**src/rtl/seg7_pattern_encoder.sv**
```systemverilog
// seg7_pattern_encoder: debounce a 7-segment bus and recover its hex nibble; SEG7_ENC_ERRCNT_EN adds an invalid-glyph counter
module seg7_pattern_encoder #(
    parameter int STABLE_CYCLES = 4
) (
    input  logic       CLOCK_50,
    input  logic       resetn,
    input  logic [6:0] seg_in,
    output logic [3:0] data_out,
    output logic       out_valid,
    input  logic       out_ready,
    output logic       err,
    output logic [7:0] err_count
);
    localparam logic [3:0] STABLE = 4'(STABLE_CYCLES);
    localparam logic [6:0] BLANK = 7'h7F;
    typedef enum logic [1:0] {TRACK, PRESENT, DONE} state_t;
    state_t state;
    logic [6:0] sync_a, sync_b, cand;
    logic [3:0] cnt, nib;
    logic legal;
    // two-flop synchroniser for the asynchronous segment bus
    always_ff @(posedge CLOCK_50 or negedge resetn) begin
        if (!resetn) begin
            sync_a <= BLANK;
            sync_b <= BLANK;
        end else begin
            sync_a <= seg_in;
            sync_b <= sync_a;
        end
    end
    // glyph lookup of the stable candidate; illegal glyphs give nibble 0
    always_comb begin
        nib = 4'h0;
        legal = 1'b1;
        case (cand)
            7'h40: nib = 4'h0;
            7'h79: nib = 4'h1;
            7'h24: nib = 4'h2;
            7'h30: nib = 4'h3;
            7'h19: nib = 4'h4;
            7'h12: nib = 4'h5;
            7'h02: nib = 4'h6;
            7'h78: nib = 4'h7;
            7'h00: nib = 4'h8;
            7'h10: nib = 4'h9;
            7'h08: nib = 4'hA;
            7'h03: nib = 4'hB;
            7'h46: nib = 4'hC;
            7'h21: nib = 4'hD;
            7'h06: nib = 4'hE;
            7'h0E: nib = 4'hF;
            default: legal = 1'b0;
        endcase
    end
    // stability tracker and output handshake; cand doubles as the last emitted pattern in DONE
    always_ff @(posedge CLOCK_50 or negedge resetn) begin
        if (!resetn) begin
            state <= TRACK;
            cand <= BLANK;
            cnt <= 4'd0;
            data_out <= 4'h0;
            out_valid <= 1'b0;
            err <= 1'b0;
        end else begin
            case (state)
                TRACK:
                    if (cnt == STABLE && cand != BLANK) begin
                        state <= PRESENT;
                        data_out <= nib;
                        err <= !legal;
                        out_valid <= 1'b1;
                    end else if (sync_b == cand) begin
                        cnt <= (cnt == STABLE) ? cnt : cnt + 4'd1;
                    end else begin
                        cand <= sync_b;
                        cnt <= 4'd1;
                    end
                PRESENT:
                    if (out_ready) begin
                        state <= DONE;
                        out_valid <= 1'b0;
                    end
                default:
                    if (sync_b != cand) begin
                        state <= TRACK;
                        cand <= sync_b;
                        cnt <= 4'd1;
                    end
            endcase
        end
    end
`ifdef SEG7_ENC_ERRCNT_EN
    // saturating count of handshaken invalid glyphs
    always_ff @(posedge CLOCK_50 or negedge resetn) begin
        if (!resetn)
            err_count <= 8'd0;
        else if (state == PRESENT && out_ready && err && err_count != 8'hFF)
            err_count <= err_count + 8'd1;
    end
`else
    assign err_count = 8'd0;
`endif
endmodule

```
**config.mk**
```make
export PLATFORM = sky130hd
export DESIGN_NAME = seg7_pattern_encoder
export DESIGN_NICKNAME = d
export VERILOG_FILES = /design/src/rtl/seg7_pattern_encoder.sv
export SDC_FILE = /design/constraint.sdc
export NUM_CORES = 1
export LEC_CHECK = 0
export ABC_AREA = 1
export CAP_MARGIN = 5
export CORE_ASPECT_RATIO = 1.1
export CORE_MARGIN = 3
export CORE_UTILIZATION = 49
export DETAILED_ROUTE_END_ITERATION = 8
export PLACE_DENSITY = 0.79
export REMOVE_ABC_BUFFERS = 1
export SETUP_SLACK_MARGIN = 0.2
export SKIP_LAST_GASP = 1
export SLEW_MARGIN = 20
export SYNTH_ARGS = -nofsm -noshare
export SYNTH_HDL_FRONTEND = slang
export SYNTH_SLANG_ARGS = --single-unit
```
**constraint.sdc**
```tcl
create_clock -name CLOCK_50 -period 1.42 [get_ports CLOCK_50]
set_input_delay 0.213 -clock CLOCK_50 [delete_from_list [all_inputs] [get_ports CLOCK_50]]
set_output_delay 0.213 -clock CLOCK_50 [all_outputs]
set_load 0.005 [all_outputs]
```
==> qor.csv <==
metric,value,unit
r2r_slack,-150,ps
comb_power_share,0.244,
grt_max_degree,34,
cts.sinks,33,
hp-class,input port to async pin,
die_width,63.7,um
fin_crit,1570,ps
grt_pass1_vias,1560,
p_int,1.48,mW
ant_nets,0,
switching_share,0.303,
dp_hpwl,2420,um
leakagePower,1.27,nW
dpl_worst_slack,-133,ps
placed_area,2170,sq um
fin_hold_ws,238,ps
finalSetupTns,-1890,ps
finalCritPeriodShare,1.10,
antenna_found_initial,0,
gp_congestion,1.00,
ctsHtreeMaxLevel,2,
clock-root-buffer,clkbuf_4,
final_cell_mix,"nand2_1, buf_4, nand2_2",
cts_tree,built,
critPathKind,flop to flop,
cp.arrival,1850,ps
grt_pass1_wl,6540,um
cts.reportedPaths.clkPinSlew,100,ps
cts_buffers,5,
ys_warn_count,0,
timing.final.ws_setup,-146,ps
syn_inst,229,
finalHoldViolations,0,
switchingPower,0.644,mW
drt_first_pass_iters,4,
nets,302,
required,1710,ps
synth_area,1790,sq um
initial_core_util,0.526,
worstReg2RegStart,cand[2],
die_area,4420,sq um
utilization,0.760,
wire_per_inst,13.0,um
rows,22,
end_kind,flop,
crit_chain,inv_2 > nand2_2 > nand2_1 > nor2_1 > nand2_1 > nor2_4 > inv_4 > nand2_4 > nand3_2 > nand2_1,
setup_violations,18,
max_freq,638,MHz
grt_setup_unrepaired,true,
maxSlewViolCount,0,
grt_overflow,0,
async_reset_ff_frac,1.00,
finalPower,2.13,mW
critPathCapture,state[0],
crit_path_start_kind,flop,
drive_gt1_frac,0.514,
design.portCount,24,
slowest_stage,dfstp_2,
cp_top_family,simple AND/OR/NAND/NOR gates,
drt_iter0_drc,112,
cp.buffers_inverters,2,
track_usage,0.187,
via_per_inst,4.90,
r2r-end,state[0],
ir_drop,0.000800,V
yosysUniqueCellTypes,23,
synth_ff_type,dfstp_2,
n_antenna_cell,0,
fin_worst_skew,16.9,ps
startpoint,cand[2],
violations,negative setup slack,
crit_cells,10,
synth_edf_count,0,
clock_latency,340,ps
final_common_cell,nand2_1,
syn_to_final_growth,44.6,%
synth-seq-area-share,0.475,
portBuffers,15,
worst_path_most_repeated_cell,nand2_1,
num_vias,1655,
final_area,2590,sq um
syn_avg_cell_area,7.84,sq um
cpPeakStageDelay,590,ps
die_h,69.5,um
power_frac_seq,0.502,
outcome,finished with violations,
p_clk_frac,0.254,
placed_cells,318,
powerDensity,820,nW/um^2
core-area,3410,sq um
worstRegToRegCells,10,
max_cap_violations,0,
instances_no_fill,338,
drc,0,
synth-seq-cells,33,
ctsLongestPathBuffers,2,
wl,4400,um
cp_max_fo,7,
flip-flops by register name (all words and copies together) (netlist names):
| name | count |
|---|---|
| sync_b | 7 |
| err | 1 |
| state | 2 |
| cnt | 4 |
| sync_a | 7 |
| out_valid | 1 |
| cand | 7 |
| data_out | 4 |
how the worst min path moves through the flow:
stage | endpoint | slack, ps | cells past startpoint
finish | cnt[2] | 240 | 2
global route | cnt[2] | 250 | 2
CTS | cnt[2] | 250 | 2
detailed placement | sync_b[6] | 350 | 0
global placement | sync_b[2] | 350 | 0
floorplan | cnt[0] | -80 | 0
metal layers:
| metal | up-vias | share of wire | wire, um | track usage |
|---|---|---|---|---|
| li1 | 811 | - | - | - |
| met1 | 779 | 0.41 | 1820 | 0.219 |
| met2 | 50 | 0.52 | 2270 | 0.305 |
| met3 | 15 | 0.046 | 201 | 0.0535 |
| met4 | 0 | 0.026 | 114 | 0.106 |
| met5 | - | 0 | 0 | 0 |
power by group through the flow:
stage	logic [mW]	clock network (mW)	registers, mW
6_report	0.520	0.540	1.07
5_1_grt	0.566	0.581	1.07
4_1_cts	0.424	0.535	1.06
3_5_place_dp	0.356	0	1.07
3_3_place_gp	0.353	0	1.07
2_1_floorplan	0.179	0	1.07
repair_timing:
action	CTS	global route
buffers inserted	6	6
hold endpoints to repair	0	0
gates cloned	1	0
setup endpoints to repair	25	25
hold buffers	0	0
pin swaps	14	27
resized for setup	53	42
synthesized netlist by cell type (2+ instances only):
cell type | count | area, sq um
nor2_2 | 2 | 12.5
nand3_1 | 16 | 80.1
inv_1 | 20 | 75.1
nand2_1 | 77 | 289
ha_1 | 2 | 25.0
nor2_1 | 34 | 128
inv_2 | 5 | 18.8
buf_4 | 8 | 60.1
dfstp_2 | 21 | 552
nand2_2 | 7 | 43.8
xor2_1 | 2 | 17.5
o21ai_2 | 6 | 52.6
o21ai_0 | 5 | 25.0
a21oi_1 | 2 | 10.0
nand4_1 | 2 | 12.5
dfrtp_1 | 12 | 300
nand2_4 | 2 | 22.5
logic make-up after synthesis:
group / count (synthesis) / share of synthesized area
AO/OA/AOI/OAI: 13 / 0.0488
XOR/XNOR: 3 / 0.0146
adder cells (fa/ha/maj): 2 / 0.0139
buffers and inverters: 35 / 0.102
flip-flops: 33 / 0.475
other: 1 / 0.00209
AND/OR/NAND/NOR: 142 / 0.344
final cells by class:
type	count	area (sq um)
clock buffers	7	55.1
fillers	222	820
inverters	26	110
multi-input cells	169	1020
flip-flops and latches	33	852
well taps	48	60.1
repair buffers	55	493
Power figures use the tool's default switching activity.
